[config.mk]
export PLATFORM = sky130hd
export DESIGN_NAME = keccak_pre_theta_gen
export DESIGN_NICKNAME = d
export VERILOG_FILES = /design/src/rtl/keccak_pre_theta_gen.sv
export SDC_FILE = /design/constraint.sdc
export NUM_CORES = 1
export LEC_CHECK = 0
export ABC_AREA = 1
export CORE_AREA = 2 2 252 254
export CTS_BUF_LIST = sky130_fd_sc_hd__clkbuf_2
export DETAILED_ROUTE_END_ITERATION = 12
export DIE_AREA = 0 0 254 256
export PLACE_DENSITY = 0.31
export SYNTH_ARGS = -nofsm -noshare
export SYNTH_HDL_FRONTEND = slang
export SYNTH_SLANG_ARGS = --single-unit
[constraint.sdc]
create_clock -name clk -period 1.6 [get_ports clk]
set_clock_uncertainty 0.1 [all_clocks]
set_input_delay 0.4 -clock clk [delete_from_list [all_inputs] [get_ports clk]]
set_output_delay 0.4 -clock clk [all_outputs]
set_load 0.1 [all_outputs]
[src/rtl/keccak_pre_theta_gen.sv]
// rtl/keccak_pre_theta_gen.sv - slice prefetch for the slice-serial Keccak-f[1600] core
// Gathers post-rho/pi bits of the next round's first slices, then applies chi+iota.
module keccak_pre_theta_gen #(
  parameter int LANE_W  = 64,
  parameter int SPW     = 8,
  parameter int N_PRE   = 1,
  parameter int NUM_RND = 24,
  localparam int SW = $clog2(LANE_W / SPW),
  localparam int WW = 25 * SPW
) (
  input  logic                 clk,
  input  logic                 rst,
  input  logic                 pre_en,
  input  logic [WW-1:0]        k_ram_o_all,
  input  logic [WW-1:0]        k_ram_i_all,
  input  logic [WW-1:0]        ci_out,
  input  logic [N_PRE-1:0]     pre_rnd,
  input  logic [SW-1:0]        Sub_Rnd_cnt,
  input  logic [4:0]           Rnd_cnt,
  input  logic                 pre_take,
  output logic                 pre_vld,
  output logic [25*N_PRE-1:0]  pre_theta,
  output logic                 pre_err
);

  localparam int NB = 25 * N_PRE;
  localparam int NSUB = LANE_W / SPW;
  localparam logic [SW-1:0] SUB_LAST = SW'(NSUB - 1);

  typedef enum logic [1:0] {IDLE = 2'd0, GATHER = 2'd1, HOLD = 2'd2} state_t;

  // Standard rho offsets indexed by lane x+5y.
  function automatic int rho_off(input int idx);
    case (idx)
      0: return 0;   1: return 1;   2: return 62;  3: return 28;  4: return 27;
      5: return 36;  6: return 44;  7: return 6;   8: return 55;  9: return 20;
      10: return 3;  11: return 10; 12: return 43; 13: return 25; 14: return 39;
      15: return 41; 16: return 45; 17: return 15; 18: return 21; 19: return 8;
      20: return 18; 21: return 2;  22: return 61; 23: return 56; default: return 14;
    endcase
  endfunction

  state_t            state, state_n;
  logic [NB-1:0]     gath, mask, fwd;
  logic [NB-1:0]     cap_hit, cap_bit, fwd_n, chi_o, gath_n, mask_n;
  logic [N_PRE-1:0]  rc_q;
  logic              sel_q;
  logic              cap_en, mask_clr, err_set;
  logic [WW-1:0]     fwd_word;
  logic              unused_bits;

  // Each prefetched bit has one fixed source position and one sub-round where it appears.
  for (genvar s = 0; s < N_PRE; s++) begin : g_slice
    for (genvar y = 0; y < 5; y++) begin : g_row
      for (genvar x = 0; x < 5; x++) begin : g_col
        localparam int SI = ((x + 3 * y) % 5) + 5 * x;
        localparam int R  = rho_off(SI) % LANE_W;
        localparam int Z  = (s + LANE_W - R) % LANE_W;
        assign cap_hit[s*25 + x + 5*y] = (Sub_Rnd_cnt == SW'(Z / SPW));
        assign cap_bit[s*25 + x + 5*y] = k_ram_i_all[SI*SPW + (Z % SPW)];
      end
    end
  end

  assign unused_bits = ^{k_ram_o_all, k_ram_i_all, ci_out};
  assign fwd_word = (Rnd_cnt == 5'd0) ? k_ram_o_all : ci_out;

  always_comb begin
    state_n  = state;
    cap_en   = 1'b0;
    mask_clr = 1'b0;
    err_set  = 1'b0;
    case (state)
      IDLE: begin
        if (Sub_Rnd_cnt == '0) begin
          state_n  = GATHER;
          cap_en   = 1'b1;
          mask_clr = 1'b1;
        end
      end
      GATHER: begin
        cap_en = 1'b1;
        if (Sub_Rnd_cnt == SUB_LAST) begin
          state_n = HOLD;
          err_set = ~&(mask | cap_hit);
        end
      end
      HOLD: begin
        if (pre_take) begin
          if (Sub_Rnd_cnt == '0) begin
            state_n  = GATHER;
            cap_en   = 1'b1;
            mask_clr = 1'b1;
          end else begin
            state_n = IDLE;
          end
        end
      end
      default: state_n = IDLE;
    endcase
    if (!pre_en) begin
      state_n  = IDLE;
      cap_en   = 1'b0;
      mask_clr = 1'b0;
      err_set  = 1'b0;
    end
  end

  always_comb begin
    mask_n = (mask_clr ? '0 : mask) | (cap_en ? cap_hit : '0);
    gath_n = cap_en ? ((gath & ~cap_hit) | (cap_bit & cap_hit)) : gath;
    fwd_n  = '0;
    for (int s = 0; s < N_PRE; s++) begin
      for (int i = 0; i < 25; i++) begin
        fwd_n[s*25 + i] = fwd_word[i*SPW + s];
      end
    end
  end

  // chi along each 5-lane row of a slice, then iota on lane 0.
  always_comb begin
    chi_o = '0;
    for (int s = 0; s < N_PRE; s++) begin
      for (int y = 0; y < 5; y++) begin
        for (int x = 0; x < 5; x++) begin
          chi_o[s*25 + x + 5*y] = gath[s*25 + x + 5*y]
                                ^ (~gath[s*25 + ((x + 1) % 5) + 5*y]
                                   & gath[s*25 + ((x + 2) % 5) + 5*y]);
        end
      end
      chi_o[s*25] = chi_o[s*25] ^ rc_q[s];
    end
  end

  always_ff @(posedge clk) begin
    if (rst) begin
      state   <= IDLE;
      gath    <= '0;
      mask    <= '0;
      fwd     <= '0;
      rc_q    <= '0;
      sel_q   <= 1'b0;
      pre_err <= 1'b0;
    end else begin
      state <= state_n;
      if (err_set) pre_err <= 1'b1;
      if (!pre_en) begin
        gath  <= '0;
        mask  <= '0;
        fwd   <= '0;
        rc_q  <= '0;
        sel_q <= 1'b0;
      end else begin
        gath  <= gath_n;
        mask  <= mask_n;
        fwd   <= fwd_n;
        rc_q  <= pre_rnd;
        sel_q <= (Sub_Rnd_cnt == SUB_LAST) && (Rnd_cnt != 5'd0)
                 && (int'(Rnd_cnt) < NUM_RND);
      end
    end
  end

  assign pre_vld   = (state == HOLD);
  assign pre_theta = sel_q ? chi_o : fwd;

endmodule

==> results.txt, run 1 <==
----------------------------------------------------
[Global routing]
  Vias in the first global route ... 4129
  All-Layer GR Usage ... 6.41%
  Wire length of the first global-routing pass ... 29.1 mm
  Pin count of the biggest net entering global routing ... 26
  Total grt overflow ... 0
  Antenna violations before repair ... 12

[STA]
  Worst slew slack as a fraction of its limit ... 77.4%
  Transition time at the pin with the least slew margin ... around 340 ps
  Upper clock frequency limit ... 0.445 GHz
  Number of failing setup endpoints in the final timing report ... 59
  Ratio of final minimum period to clock period ... 141%
  Worst slack on hold paths ... 213 ps
  Setup TNS ... -16990 ps
  Setup repair after global routing missed its margin ... yes
  Shortest clock period the worst path allows after layout ... 2250 ps
  Final hold violations ... 0
  Slew Limit Fails ... 0
  Minimum setup slack in the final design ... -650 ps

[Detailed routing]
  Total iterations of the first detailed-routing run ... 4
  Routed Antenna Nets ... 0
  Detail-routed net length per standard cell ... 13.3 µm
  Per-cell via count in the routed design ... 2.54
  1st-iter DRT viols ... around 140
  Number of DRC violations after detailed routing ... 0
  Wirelength, routed ... 20.7 mm
  Routed vias ... 3929

[Critical path]
  Worst-case reg-to-reg path depth ... 10
  Critical path required time ... 1100 ps
  R2r setup slk ... -140 ps
  Data arrival time of the worst path ... 1750 ps
  Worst R2R End ... mask[5]$_SDFF_PP0_
  Kind of launch point of the worst setup path ... flop
  Type of the worst setup path ... flop to output port
  Highest net fanout along the worst path ... 3
  Nature of the critical path endpoint ... output port
  Start of the worst register-to-register path ... state[1]$_SDFFE_PP0P_

[Layout]
  Post-layout utilization of the core ... 12.9%
  Post-layout nets ... 1305
  Filler cells ... 7220
  Commonest cells after routing, fill and taps aside ... sky130_fd_sc_hd__nand2_1, sky130_fd_sc_hd__clkdlybuf4s50_1, sky130_fd_sc_hd__dfxtp_1
  Fraction of layout cells with a size suffix above 1 ... roughly 45%
  Area growth from synthesis to final layout ... 127%
  Most common library cell in the layout ignoring fill and taps ... sky130_fd_sc_hd__nand2_1

[Clock tree]
  Clock Pin Slew Worst Setup and Hold Paths ... about 250 ps
  TritonCTS Buffers ... 9
  Worst skew pair latency ... between 500 and 600 ps
  Count of clock tree sinks ... 75
  Root Buffer ... sky130_fd_sc_hd__clkbuf_2
  H-tree depth ... 3
  CTS tree ... done
  Deepest clock path buffer count ... 2

[Place]
  DP Worst Slack ... -605 ps
  Routability Congestion ... between 0.6 and 0.7
  Port bufs ... 114
  Hpwl dp ... 16.4 mm

[Logic synthesis]
  Synth warn ... 0
  Yosys top cell area share ... 42.4%
  Syn_nets ... 1129
  Synth Register Bits ... between 70 and 80
  Synth Area per Inst ... 6.86 µm²
  Number of standard cells after synthesis ... 516
  Library cell occupying the most area in the post-synthesis netlist ... sky130_fd_sc_hd__dfxtp_1
  Number of distinct library cells after synthesis ... 23
  Portion of the post-synthesis area used by sequential elements ... between 40% and 50%
  Synthesized cell area ... 3540 µm²
  Largest cells by area after synthesis ... sky130_fd_sc_hd__dfxtp_1, sky130_fd_sc_hd__nand2_1, sky130_fd_sc_hd__a21oi_1

[Min path]
  HP Start ... k_ram_o_all[8]
  WHS Path Cells ... 3
  Hold/Removal Path Class ... primary input to flop
  Worst Hold End ... fwd[1]$_SDFF_PP0_

[Status]
  Violations in the final reports ... negative setup slack
  Run status ... finished with violations

[Floorplan]
  Number of placed I/O pins ... 640
  Die area ... 65000 µm²
  Effective utilization at floorplan ... 5.67%
  Height of the die ... 256 µm
  Core footprint ... 62400 µm²
  Number of standard-cell rows in the floorplan ... 92
  Horizontal die dimension ... 254 µm

[Power]
  Total power consumption of the routed design ... about 4000 µW
  IR drop worst, VDD ... 0.000365 V
  Leakage component of the power ... 0.00274 µW
  P per Cell Area ... about 500 nW/µm²

[Job]
  # Max-Cap Violations ... 0

----------------------------------------------------
==> cell families after synthesis <==
logic type,Yosys count,synth area share (%)
xor+xnor,26,6.43
simple gates,234,27.0
buf+inv,76,9.19
flops,75,42.4
compound gates,105,14.9
==> cells in the mapped netlist (all sizes together) <==
cell type	number
buf	9
nand3	24
xnor2	2
clkbuf	14
or2	2
nor2	48
inv	51
xor2	24
a21oi	68
clkinv	2
nor3	2
nand2	158
dfxtp	75
o21ai	36
o211ai	1
==> how the worst max path moves through the flow <==
stage,endpoint,slack (ps),cells past startpoint
2_1_floorplan,pre_theta[0],-80,3
3_3_place_gp,fwd[21]$_SDFF_PP0_,-590,8
3_5_place_dp,fwd[21]$_SDFF_PP0_,-610,8
4_1_cts,pre_theta[9],-770,5
5_1_grt,pre_theta[9],-790,5
6_report,pre_theta[9],-650,5
==> cell type report <==
class                   instances  area [µm²]  share of cell area (%)
inverters                      53         245                    3.05
clock inverters                 6        56.3                   0.700
well taps                     846        1060                    13.2
repair buffers                186        2270                    28.3
multi-input cells             367        2770                    34.4
diodes                          5        12.5                   0.156
clock buffers                  10        50.0                   0.623
flip-flops and latches         75        1580                    19.6
==> stage by stage <==
step | instance area (µm²) | cells
after floorplan | 3840 | 516
after global placement | 6710 | 1511
after detailed placement | 6710 | 1511
after CTS | 7430 | 1537
after global routing | 8030 | 1544
final | 8040 | 1548
==> where the power goes <==
part           internal (µW)  leakage, µW  switching (µW)
sequential              1880     0.000628            20.0
combinational            464      0.00204             548
clock                    355    0.0000708             750
==> layer usage <==
| layer | global-route usage, % | wire length (µm) | up-vias |
|---|---|---|---|
| li1 | - | - | 1973 |
| met1 | 7.92 | 9050 | 1834 |
| met2 | 10.3 | 9600 | 82 |
| met3 | 2.89 | 1690 | 26 |
| met4 | 1.11 | 235 | 14 |
| met5 | 0 | 89 | - |
==> worst max-delay path, stage by stage, from the launching register on <==
cell,delay (ps)
sky130_fd_sc_hd__dfxtp_4,460
sky130_fd_sc_hd__inv_4,50
sky130_fd_sc_hd__buf_6,120
sky130_fd_sc_hd__xor2_4,150
sky130_fd_sc_hd__o21ai_4,170
sky130_fd_sc_hd__buf_12,190
==> what timing repair did <==
action,4_1_cts,5_1_grt
hold buffers,0,0
setup endpoints to repair,33,74
buffers inserted,10,8
pin swaps,38,51
cloned,5,2
resized for setup,120,141
Power figures use the tool's default switching activity.
==> inputs of run 2 (changes only) <==
- PLACE_DENSITY: 0.31 -> 0.3
- SETUP_SLACK_MARGIN: default -> 0.1
==> results.txt, run 2 (synthesis gave the netlist of run 1 again) <==
----------------------------------------------------
[Floorplan]
  Height of the die ... 256 µm (unchanged)
  Effective utilization at floorplan ... 5.67% (unchanged)
  Number of placed I/O pins ... 640 (unchanged)
  Die area ... 65000 µm² (unchanged)
  Number of standard-cell rows in the floorplan ... 92 (unchanged)
  Core footprint ... 62400 µm² (unchanged)
  Horizontal die dimension ... 254 µm (unchanged)

[Layout]
  Final instance area ... 8090 µm² (was 8040 µm²)
  Final cell count without fillers ... 1559 (was 1548)
  Fraction of layout cells with a size suffix above 1 ... 45.6% (was 45.2%)
  Most common library cell in the layout ignoring fill and taps ... sky130_fd_sc_hd__nand2_1 (unchanged)
  Commonest cells after routing, fill and taps aside ... sky130_fd_sc_hd__nand2_1, sky130_fd_sc_hd__clkdlybuf4s50_1, sky130_fd_sc_hd__dfxtp_1 (unchanged)
  Area growth from synthesis to final layout ... 128% (was 127%)
  Post-layout nets ... 1318 (was 1305)

[Power]
  P per Cell Area ... 532 nW/µm² (was 500 nW/µm²)
  IR drop worst, VDD ... 0.000261 V (was 0.000365 V)
  Leakage component of the power ... 0.00284 µW (was 0.00274 µW)
  Total power consumption of the routed design ... 4310 µW (was 4020 µW)

[STA]
  Final hold violations ... 0 (unchanged)
  Shortest clock period the worst path allows after layout ... 2310 ps (was 2250 ps)
  Upper clock frequency limit ... 0.432 GHz (was 0.445 GHz)
  Ratio of final minimum period to clock period ... 145% (was 141%)
  Minimum setup slack in the final design ... -714 ps (was -650 ps)
  Setup repair after global routing missed its margin ... yes (unchanged)
  Setup TNS ... -20050 ps (was -16990 ps)
  Worst slew slack as a fraction of its limit ... 72.4% (was 77.4%)
  Transition time at the pin with the least slew margin ... 414 ps (was 339 ps)
  Slew Limit Fails ... 0 (unchanged)
  Number of failing setup endpoints in the final timing report ... 61 (was 59)

[Clock tree]
  Quantity of hold-fixing buffers added after cts ... 0 (unchanged)
  H-tree depth ... 3 (unchanged)
  Worst skew pair latency ... 610 ps (was 580 ps)
  Deepest clock path buffer count ... 2 (unchanged)
  Root Buffer ... sky130_fd_sc_hd__clkbuf_2 (unchanged)
  Count of clock tree sinks ... 75 (unchanged)
  Clock Pin Slew Worst Setup and Hold Paths ... 260 ps (was 250 ps)
  CTS tree ... done (unchanged)
  TritonCTS Buffers ... 9 (unchanged)

[Critical path]
  Critical path's top delay family ... flip-flops (unchanged)
  Data arrival time of the worst path ... 1810 ps (was 1750 ps)
  Depth of the critical timing path with buffers and inverters included ... 6 (was 5)
  Highest net fanout along the worst path ... 3 (unchanged)
  Worst R2R End ... mask[16]$_SDFF_PP0_ (was mask[5]$_SDFF_PP0_)
  Critical Path Most Common Cell ... sky130_fd_sc_hd__buf_12
  Nature of the critical path endpoint ... output port (unchanged)
  Critical path buffer and inverter count ... 3 (unchanged)
  R2r setup slk ... -200 ps (was -140 ps)
  Kind of launch point of the worst setup path ... flop (unchanged)
  Critical path required time ... 1100 ps (about the same)
  Worst-case reg-to-reg path depth ... 10 (unchanged)
  Critical path's slowest cell ... sky130_fd_sc_hd__dfxtp_2 (was sky130_fd_sc_hd__dfxtp_4)
  Critical Path Max Stage Delay ... 410 ps (was 460 ps)
  Type of the worst setup path ... flop to output port (unchanged)
  Start of the worst register-to-register path ... state[1]$_SDFFE_PP0P_ (unchanged)
  Critical-path cell list ... buf_12, inv_8, nor2_4, xor2_2, o21ai_4, buf_12 (was inv_4, buf_6, xor2_4, o21ai_4, buf_12)

[Place]
  DP Worst Slack ... -592 ps (was -605 ps)
  Cell count after placement ... 1508 (was 1511)
  Cell area reported after detailed placement ... 6700 µm² (was 6710 µm²)
  Routability Congestion ... 0.679 (was 0.696)
  Hpwl dp ... 17.0 mm (was 16.4 mm)
  Port bufs ... 114 (unchanged)

[Job]
  # Max-Cap Violations ... 0 (unchanged)

[Min path]
  Hold/Removal Path Class ... primary input to flop (unchanged)
  Worst Hold End ... fwd[23]$_SDFF_PP0_ (was fwd[1]$_SDFF_PP0_)
  HP Start ... k_ram_o_all[184] (was k_ram_o_all[8])
  WHS Path Cells ... 3 (unchanged)

[Detailed routing]
  Total iterations of the first detailed-routing run ... 4 (unchanged)
  Routed Antenna Nets ... 0 (unchanged)
  1st-iter DRT viols ... 120 (was 139)
  Wirelength, routed ... 22.1 mm (was 20.7 mm)
  Number of DRC violations after detailed routing ... 0 (unchanged)
  Per-cell via count in the routed design ... 2.55 (was 2.54)
  Routed vias ... 3976 (was 3929)
  Detail-routed net length per standard cell ... 14.2 µm (was 13.3 µm)

[Global routing]
  Vias in the first global route ... 4265 (was 4129)
  Antenna violations before repair ... 5 (was 12)
  Wire length of the first global-routing pass ... 30.5 mm (was 29.1 mm)
  Total grt overflow ... 0 (unchanged)
  All-Layer GR Usage ... 6.75% (was 6.41%)
  Pin count of the biggest net entering global routing ... 33 (was 26)

[Status]
  Violations in the final reports ... negative setup slack (unchanged)
  Run status ... finished with violations (unchanged)

----------------------------------------------------
==> run 2: cell types whose count changed in the layout (fill, tap and decap cells not counted), sizes merged <==
| cell | previous run | this run |
|---|---|---|
| diode | 5 | 3 |
| clkbuf | 12 | 10 |
| nand2 | 160 | 162 |
| bufinv | 1 | 2 |
| clkinv | 7 | 6 |
| clkinvlp | 1 | 2 |
| buf | 97 | 109 |
==> run 2: metrics by stage <==
| step | hold slack, ps | utilization (%) |
|---|---|---|
| floorplan | 339 | - |
| global placement | 348 | 10.7 |
| detailed placement | 357 | 10.7 |
| CTS | 107 | 12.2 |
| global route | 105 | 13.0 |
| finish | 205 | 13.0 |
==> run 2: worst reg2reg max path, delay by kind of cell (launching register included) <==
kind / cells / cell delay (ps)
AO/OA/AOI/OAI: 1 / 120
buffers and inverters: 4 / 520
flip-flops: 1 / 410
AND/OR/NAND/NOR: 5 / 580
==> run 2: timing repair <==
item	4_1_cts	5_1_grt
cloned	8	2
pin swaps	47	35
endpoints found under the setup margin	70	72
endpoints found under the hold margin	0	0
gates resized for setup	156	98
buffers inserted	13	14
==> run 2: where the power goes <==
group          switching (µW)  internal [µW]  total, µW
registers                21.2           1890       1910
logic                     584            478       1060
clock network             824            511       1340
total                    1430           2880       4310
==> run 2: worst max path at each step <==
stage | from | to | slack (ps)
floorplan | sel_q$_SDFF_PP0_ | pre_theta[0] | -80
detailed placement | pre_en | mask[23]$_SDFF_PP0_ | -590
global placement | Sub_Rnd_cnt[1] | flop | -530
finish | flop | pre_theta[7] | -710
CTS | flop | pre_theta[4] | -860
global route | flop | pre_theta[7] | -870
==> run 2: final cells by class <==
class / instances / area [µm²]
fillers: 7239 / 54300
multi-input cells: 369 / 2700
repair buffers: 197 / 2380
flip-flops and latches: 75 / 1570
well taps: 846 / 1060
inverters: 53 / 239
clock inverters: 7 / 92.6
clock buffers: 9 / 45.0
diodes: 3 / 7.51
==> run 2: metal layers <==
layer	track usage, %	up-vias	routed length, µm
met5	0	-	25
met4	1.24	4	208
met3	2.35	16	1270
met2	11.2	79	10700
met1	8.42	1876	9920
li1	-	2001	-
